**src/rtl/pipe_hazard_ctrl.sv**
```systemverilog
// Hazard/flush controller: generates stall and clear pins for the F/D and D/E registers.
// Optional perf counters (stall_cycles, flush_events) are built when PHC_PERF_CNT_EN is defined.
module pipe_hazard_ctrl #(
  parameter int LW           = 8,
  parameter int FLUSH_CYCLES = 1
`ifdef PHC_PERF_CNT_EN
  ,
  parameter int CNT_W        = 32
`endif
) (
  input  logic          clk,
  input  logic          reset,
  input  logic          branch_taken_e,
  input  logic          load_use_d,
  input  logic          vec_start_e,
  input  logic [LW-1:0] vec_len,
  output logic          stall_f,
  output logic          stall_d,
  output logic          stall_e,
  output logic          flush_d,
  output logic          flush_e,
  output logic          busy
`ifdef PHC_PERF_CNT_EN
  ,
  output logic [CNT_W-1:0] stall_cycles,
  output logic [CNT_W-1:0] flush_events
`endif
);

  typedef enum logic [1:0] {
    S_RUN    = 2'd0,
    S_FLUSH  = 2'd1,
    S_VSTALL = 2'd2
  } state_t;

  localparam logic [2:0] LP_FRELOAD = 3'(FLUSH_CYCLES - 1);

  state_t        r_state;
  logic [LW-1:0] r_cnt;
  logic [2:0]    r_fcnt;

  logic w_sf;
  logic w_sd;
  logic w_se;
  logic w_fd;
  logic w_fe;
  logic w_br_acc;
  logic w_vec_go;

  assign w_vec_go = vec_start_e &&
                    (vec_len >= LW'(2));

  // Output decode: pure function of state and hazard inputs, muted in reset
  always_comb begin
    w_sf     = 1'b0;
    w_sd     = 1'b0;
    w_se     = 1'b0;
    w_fd     = 1'b0;
    w_fe     = 1'b0;
    w_br_acc = 1'b0;
    if (!reset) begin
      unique case (r_state)
        S_RUN: begin
          if (branch_taken_e) begin
            w_fd     = 1'b1;
            w_fe     = 1'b1;
            w_br_acc = 1'b1;
          end else if (w_vec_go) begin
            w_sf = 1'b1;
            w_sd = 1'b1;
            w_se = 1'b1;
          end else if (load_use_d) begin
            w_sf = 1'b1;
            w_sd = 1'b1;
            w_fe = 1'b1;
          end
        end
        S_VSTALL: begin
          w_sf = 1'b1;
          w_sd = 1'b1;
          w_se = 1'b1;
        end
        S_FLUSH: begin
          w_fd     = 1'b1;
          w_fe     = branch_taken_e;
          w_br_acc = branch_taken_e;
        end
        default: ;
      endcase
    end
  end

  assign stall_f = w_sf;
  assign stall_d = w_sd;
  assign stall_e = w_se;
  assign flush_d = w_fd;
  assign flush_e = w_fe;
  assign busy    = !reset && (r_state != S_RUN);

  // State and countdown registers; a branch in FLUSH restarts the window
  always_ff @(posedge clk) begin
    if (reset) begin
      r_state <= S_RUN;
      r_cnt   <= '0;
      r_fcnt  <= '0;
    end else begin
      unique case (r_state)
        S_RUN: begin
          if (branch_taken_e) begin
            if (FLUSH_CYCLES > 1) begin
              r_state <= S_FLUSH;
              r_fcnt  <= LP_FRELOAD;
            end
          end else if (w_vec_go) begin
            r_state <= S_VSTALL;
            r_cnt   <= vec_len - LW'(2);
          end
        end
        S_VSTALL: begin
          if (r_cnt == '0) begin
            r_state <= S_RUN;
          end else begin
            r_cnt <= r_cnt - LW'(1);
          end
        end
        S_FLUSH: begin
          if (branch_taken_e) begin
            r_fcnt <= LP_FRELOAD;
          end else if (r_fcnt == 3'd1) begin
            r_state <= S_RUN;
          end else begin
            r_fcnt <= r_fcnt - 3'd1;
          end
        end
        default: r_state <= S_RUN;
      endcase
    end
  end

`ifdef PHC_PERF_CNT_EN
  logic [CNT_W-1:0] r_stall_cycles;
  logic [CNT_W-1:0] r_flush_events;

  // Saturating perf counters, cleared only by reset
  always_ff @(posedge clk) begin
    if (reset) begin
      r_stall_cycles <= '0;
      r_flush_events <= '0;
    end else begin
      if (w_sf && !(&r_stall_cycles)) begin
        r_stall_cycles <= r_stall_cycles + CNT_W'(1);
      end
      if (w_br_acc && !(&r_flush_events)) begin
        r_flush_events <= r_flush_events + CNT_W'(1);
      end
    end
  end

  assign stall_cycles = r_stall_cycles;
  assign flush_events = r_flush_events;
`endif

endmodule

```
**config.mk**
```make
export PLATFORM = sky130hd
export DESIGN_NAME = pipe_hazard_ctrl
export DESIGN_NICKNAME = d
export VERILOG_FILES = /design/src/rtl/pipe_hazard_ctrl.sv
export SDC_FILE = /design/constraint.sdc
export NUM_CORES = 1
export LEC_CHECK = 0
export CORE_UTILIZATION = 35
export CTS_CLUSTER_SIZE = 24
export DETAILED_ROUTE_END_ITERATION = 10
export PLACE_DENSITY = 0.68
export SYNTH_ARGS = -nofsm -noshare
export SYNTH_HDL_FRONTEND = slang
export SYNTH_SLANG_ARGS = --single-unit
```
**constraint.sdc**
```tcl
create_clock -name clk -period 3.56 [get_ports clk]
set_clock_uncertainty 0.15 [all_clocks]
set_input_delay 0.356 -clock clk [delete_from_list [all_inputs] [get_ports clk]]
set_output_delay 0.356 -clock clk [all_outputs]
set_load 0.02 [all_outputs]
```
==> impl_metrics.csv <==
group,metric,value,unit
status,status,"finished, final reports clean",
synth,ys.flop_type,"dfxtp_1",
clock_tree,clock-root-buffer,"clkbuf_4",
floorplan,dieHeight,49.80,um
finish,nets,136,
finish,area.growth.synth_to_final,27.54,%
detailed_routing,via_per_inst,5.795,
worst_setup_path,path_common_cell,"clkdlybuf4s50_1",
clock_tree,clk_path_buf_depth,2,
sta,report.final.setup_viol,0,
sta,rsz0062_at_grt,"no",
place,portBuffers,18,
grt,grt_overflow_total,0,
grt,grt_pass1_vias,831,
worst_setup_path,max_stage_delay,590,ps
worst_setup_path,critPathKind,"primary input to primary output",
min_path,holdCritStartpoint,"r_cnt[0]$_SDFFE_PP0P_",
worst_setup_path,r2r-end,"r_cnt[5]$_SDFFE_PP0P_",
pwr,p_comb_share,44.2,%
floorplan,initial_utilization,38.77,%
worst_setup_path,rrSetupSlack,1550,ps
detailed_routing,wl_per_cell,14.30,um
sta,hold_viol_final,0,
pwr,p_int,0.0002392,W
worst_setup_path,path_buf_inv,2,
worst_setup_path,rr_worst_depth,3,
min_path,holdPathEnd,"r_cnt[0]$_SDFFE_PP0P_",
synth,synth_top_area_share,22.54,%
detailed_routing,antenna_left,0,
grt,antenna_found_initial,0,
worst_setup_path,start_kind,"primary input",
floorplan,dieArea,0.002480,mm2
sta,tightest_slew,853.8,ps
pwr,swShare,37.36,%
worst_setup_path,critPathTopFamily,"buffers and inverters",
sta,period_minus_slack,2859,ps
detailed_routing,vias,846,
sta,maxSlewViolCount,0,
synth,synth_area_leaders,"dfxtp_1, ha_1, a21oi_1",
worst_setup_path,cp.required,3050,ps
synth,yosysMostFrequentCell,"dfxtp_1",
grt,track_usage,19.54,%
synth,synth_edf_count,0,
synth,syn_area,799.5,um2
clock_tree,clkTransAtPathRegs,60,ps
sta,hold_ws,341.6,ps
clock_tree,tritoncts,"yes",
synth,ys_top_cells_by_count,"dfxtp_1, a21oi_1, inv_1",
synth,async_reset_ff_share,0,%
floorplan,core-area,0.002062,mm2
min_path,holdPathStages,2,
grt,grt_pass1_wl,3.719,mm
pwr,p_clk_share,20.3,%
synth,synth.net_count,117,
synth,yosysTopAreaCell,"dfxtp_1",
place,placedCellCount,142,
finish,diodes,0,
worst_setup_path,path_cells,"clkdlybuf4s50_1, nor4_4, a21boi_0, nor2b_1, o21a_1, clkdlybuf4s50_1",
sta,max_slew_margin,42.74,%
grt,grt_max_degree,21,
pwr,seqPwrFrac,35.5,%
clock_tree,insertion_delay,260,ps
clock_tree,post_cts_resized,0,
worst_setup_path,critPathSlowestCell,"clkdlybuf4s50_1",
min_path,hold_class,"flop to flop",
worst_setup_path,cp_max_fo,6,
synth,syn_inst,101,
clock_tree,postCtsHoldBufs,0,
sta,fin_crit_sh,80.31,%
detailed_routing,drc,0,
pwr,leakagePower,0.3646,nW
synth,syn_area_per_cell,7.916,um2
pwr,power_density,374.5,mW/mm2
clock_tree,h-tree-depth,1,
synth,ys_seq_area_share,22.54,%
finish,fin_cells,146,
synth,synth-seq-cells,9,
finish,drive_above_1_share,5.882,%
detailed_routing,drtPass1Iterations,4,
worst_setup_path,endpoint_kind,"primary output",
clock_tree,postCtsSetupBuffers,0,
clock_tree,cts_made_buffers,3,
floorplan,io_pins,19,
floorplan,die_w,49.80,um
job,max-cap-violations,0,
place,routabilityCongestion,0.9003,
detailed_routing,postRouteWirelength,2.088,mm
sta,fin_tns_setup,0,ps
worst_setup_path,rr_startpoint,"r_state[1]$_SDFFE_PP0P_",
synth,synth_warnings,0,
sta,fmax,0.3498,GHz
clock_tree,cts_sinks,9,
floorplan,row_count,16,
pwr,ir_worst_vdd,0.2083,mV
worst_setup_path,arrival,2350,ps
place,hpwl,1.557,mm
synth,synth_cell_types,46,
pwr,netSwitchingPower,0.0001427,W
detailed_routing,dr.first_iter.drc_count,23,
## final cells by class
| class | instances | area [um2] |
|---|---|---|
| well taps | 27 | 33.78 |
| clock buffers | 4 | 26.28 |
| inverters | 7 | 26.28 |
| fillers | 209 | 1042 |
| flip-flops and latches | 9 | 180.2 |
| multi-input cells | 81 | 573.1 |
| repair buffers | 18 | 180.2 |
## cell usage in the layout, fill, tap and decap left out, types with 2 or more instances in the layout
cell / netlist / routed
nor3_1: 2 / 2
or4_1: 2 / 2
a21oi_1: 7 / 7
xnor2_1: 2 / 2
a32o_1: 2 / 2
ha_1: 3 / 3
nor2b_1: 2 / 2
nand2b_1: 5 / 5
nor2_1: 6 / 6
clkbuf_4: 0 / 3
a31oi_1: 2 / 2
a21boi_0: 2 / 2
o21ai_0: 5 / 5
or3_1: 4 / 4
o31ai_1: 2 / 2
a22oi_1: 3 / 3
nand3_1: 2 / 2
dfxtp_1: 9 / 9
clkdlybuf4s50_1: 0 / 18
inv_1: 7 / 7
nand2_1: 6 / 6
## sequential cells by signal (all words and copies together) (netlist names)
name     cells
r_state      1
r_cnt        8
## per-layer routing
layer | wire length, um | global-route usage (%) | share of wire, %
met5 | 0 | 0 | 0
met1 | 975 | 24.95 | 47
met4 | 23 | 5.714 | 1.1
met2 | 976 | 31.76 | 47
met3 | 112 | 5.247 | 5.4
## cell families after synthesis
group | count (synthesis) | share of synthesized area, %
buffers and inverters | 11 | 5.791
AO/OA/AOI/OAI | 38 | 35.05
multiplexers | 1 | 1.408
adder cells (fa/ha/maj) | 3 | 4.695
XOR/XNOR | 3 | 3.287
flip-flops | 9 | 22.53
AND/OR/NAND/NOR | 36 | 27.23
## worst max path at each step
stage,start,endpoint,slack [ps],depth (start not counted)
after floorplan,vec_len[3],stall_f,1670,5
after detailed placement,vec_len[3],flush_e,710,6
after CTS,vec_len[3],flush_e,700,6
after global routing,vec_len[3],flush_e,550,6
after global placement,vec_len[3],flush_e,780,6
final,vec_len[3],flush_e,700,6
## power groups by stage
stage / clock network, W / registers, W / logic (W)
after global placement: 0 / 0.000136 / 0.000165
final: 0.0000776 / 0.000135 / 0.000169
after CTS: 0.0000816 / 0.000135 / 0.000168
after floorplan: 0 / 0.000126 / 0.000126
after detailed placement: 0 / 0.000136 / 0.000167
after global routing: 0.0000887 / 0.000138 / 0.000190
## worst reg2reg max path: stages, from the launching register on
cell,delay [ps]
dfxtp_1,530
a211oi_1,780
o21ai_1,160
a32o_1,280
## per-stage QoR
step	total power (W)	util, %	setup WS, ps	cell area (um2)
after floorplan	0.0002521	-	1671	799.5
after global placement	0.0003013	48.18	778.0	993.5
after detailed placement	0.0003032	48.18	709.8	993.5
after CTS	0.0003845	49.45	703.5	1020
after global routing	0.0004163	49.45	546.2	1020
final	0.0003819	49.45	701.0	1020
Note: power is estimated with default switching activity, not from simulation.
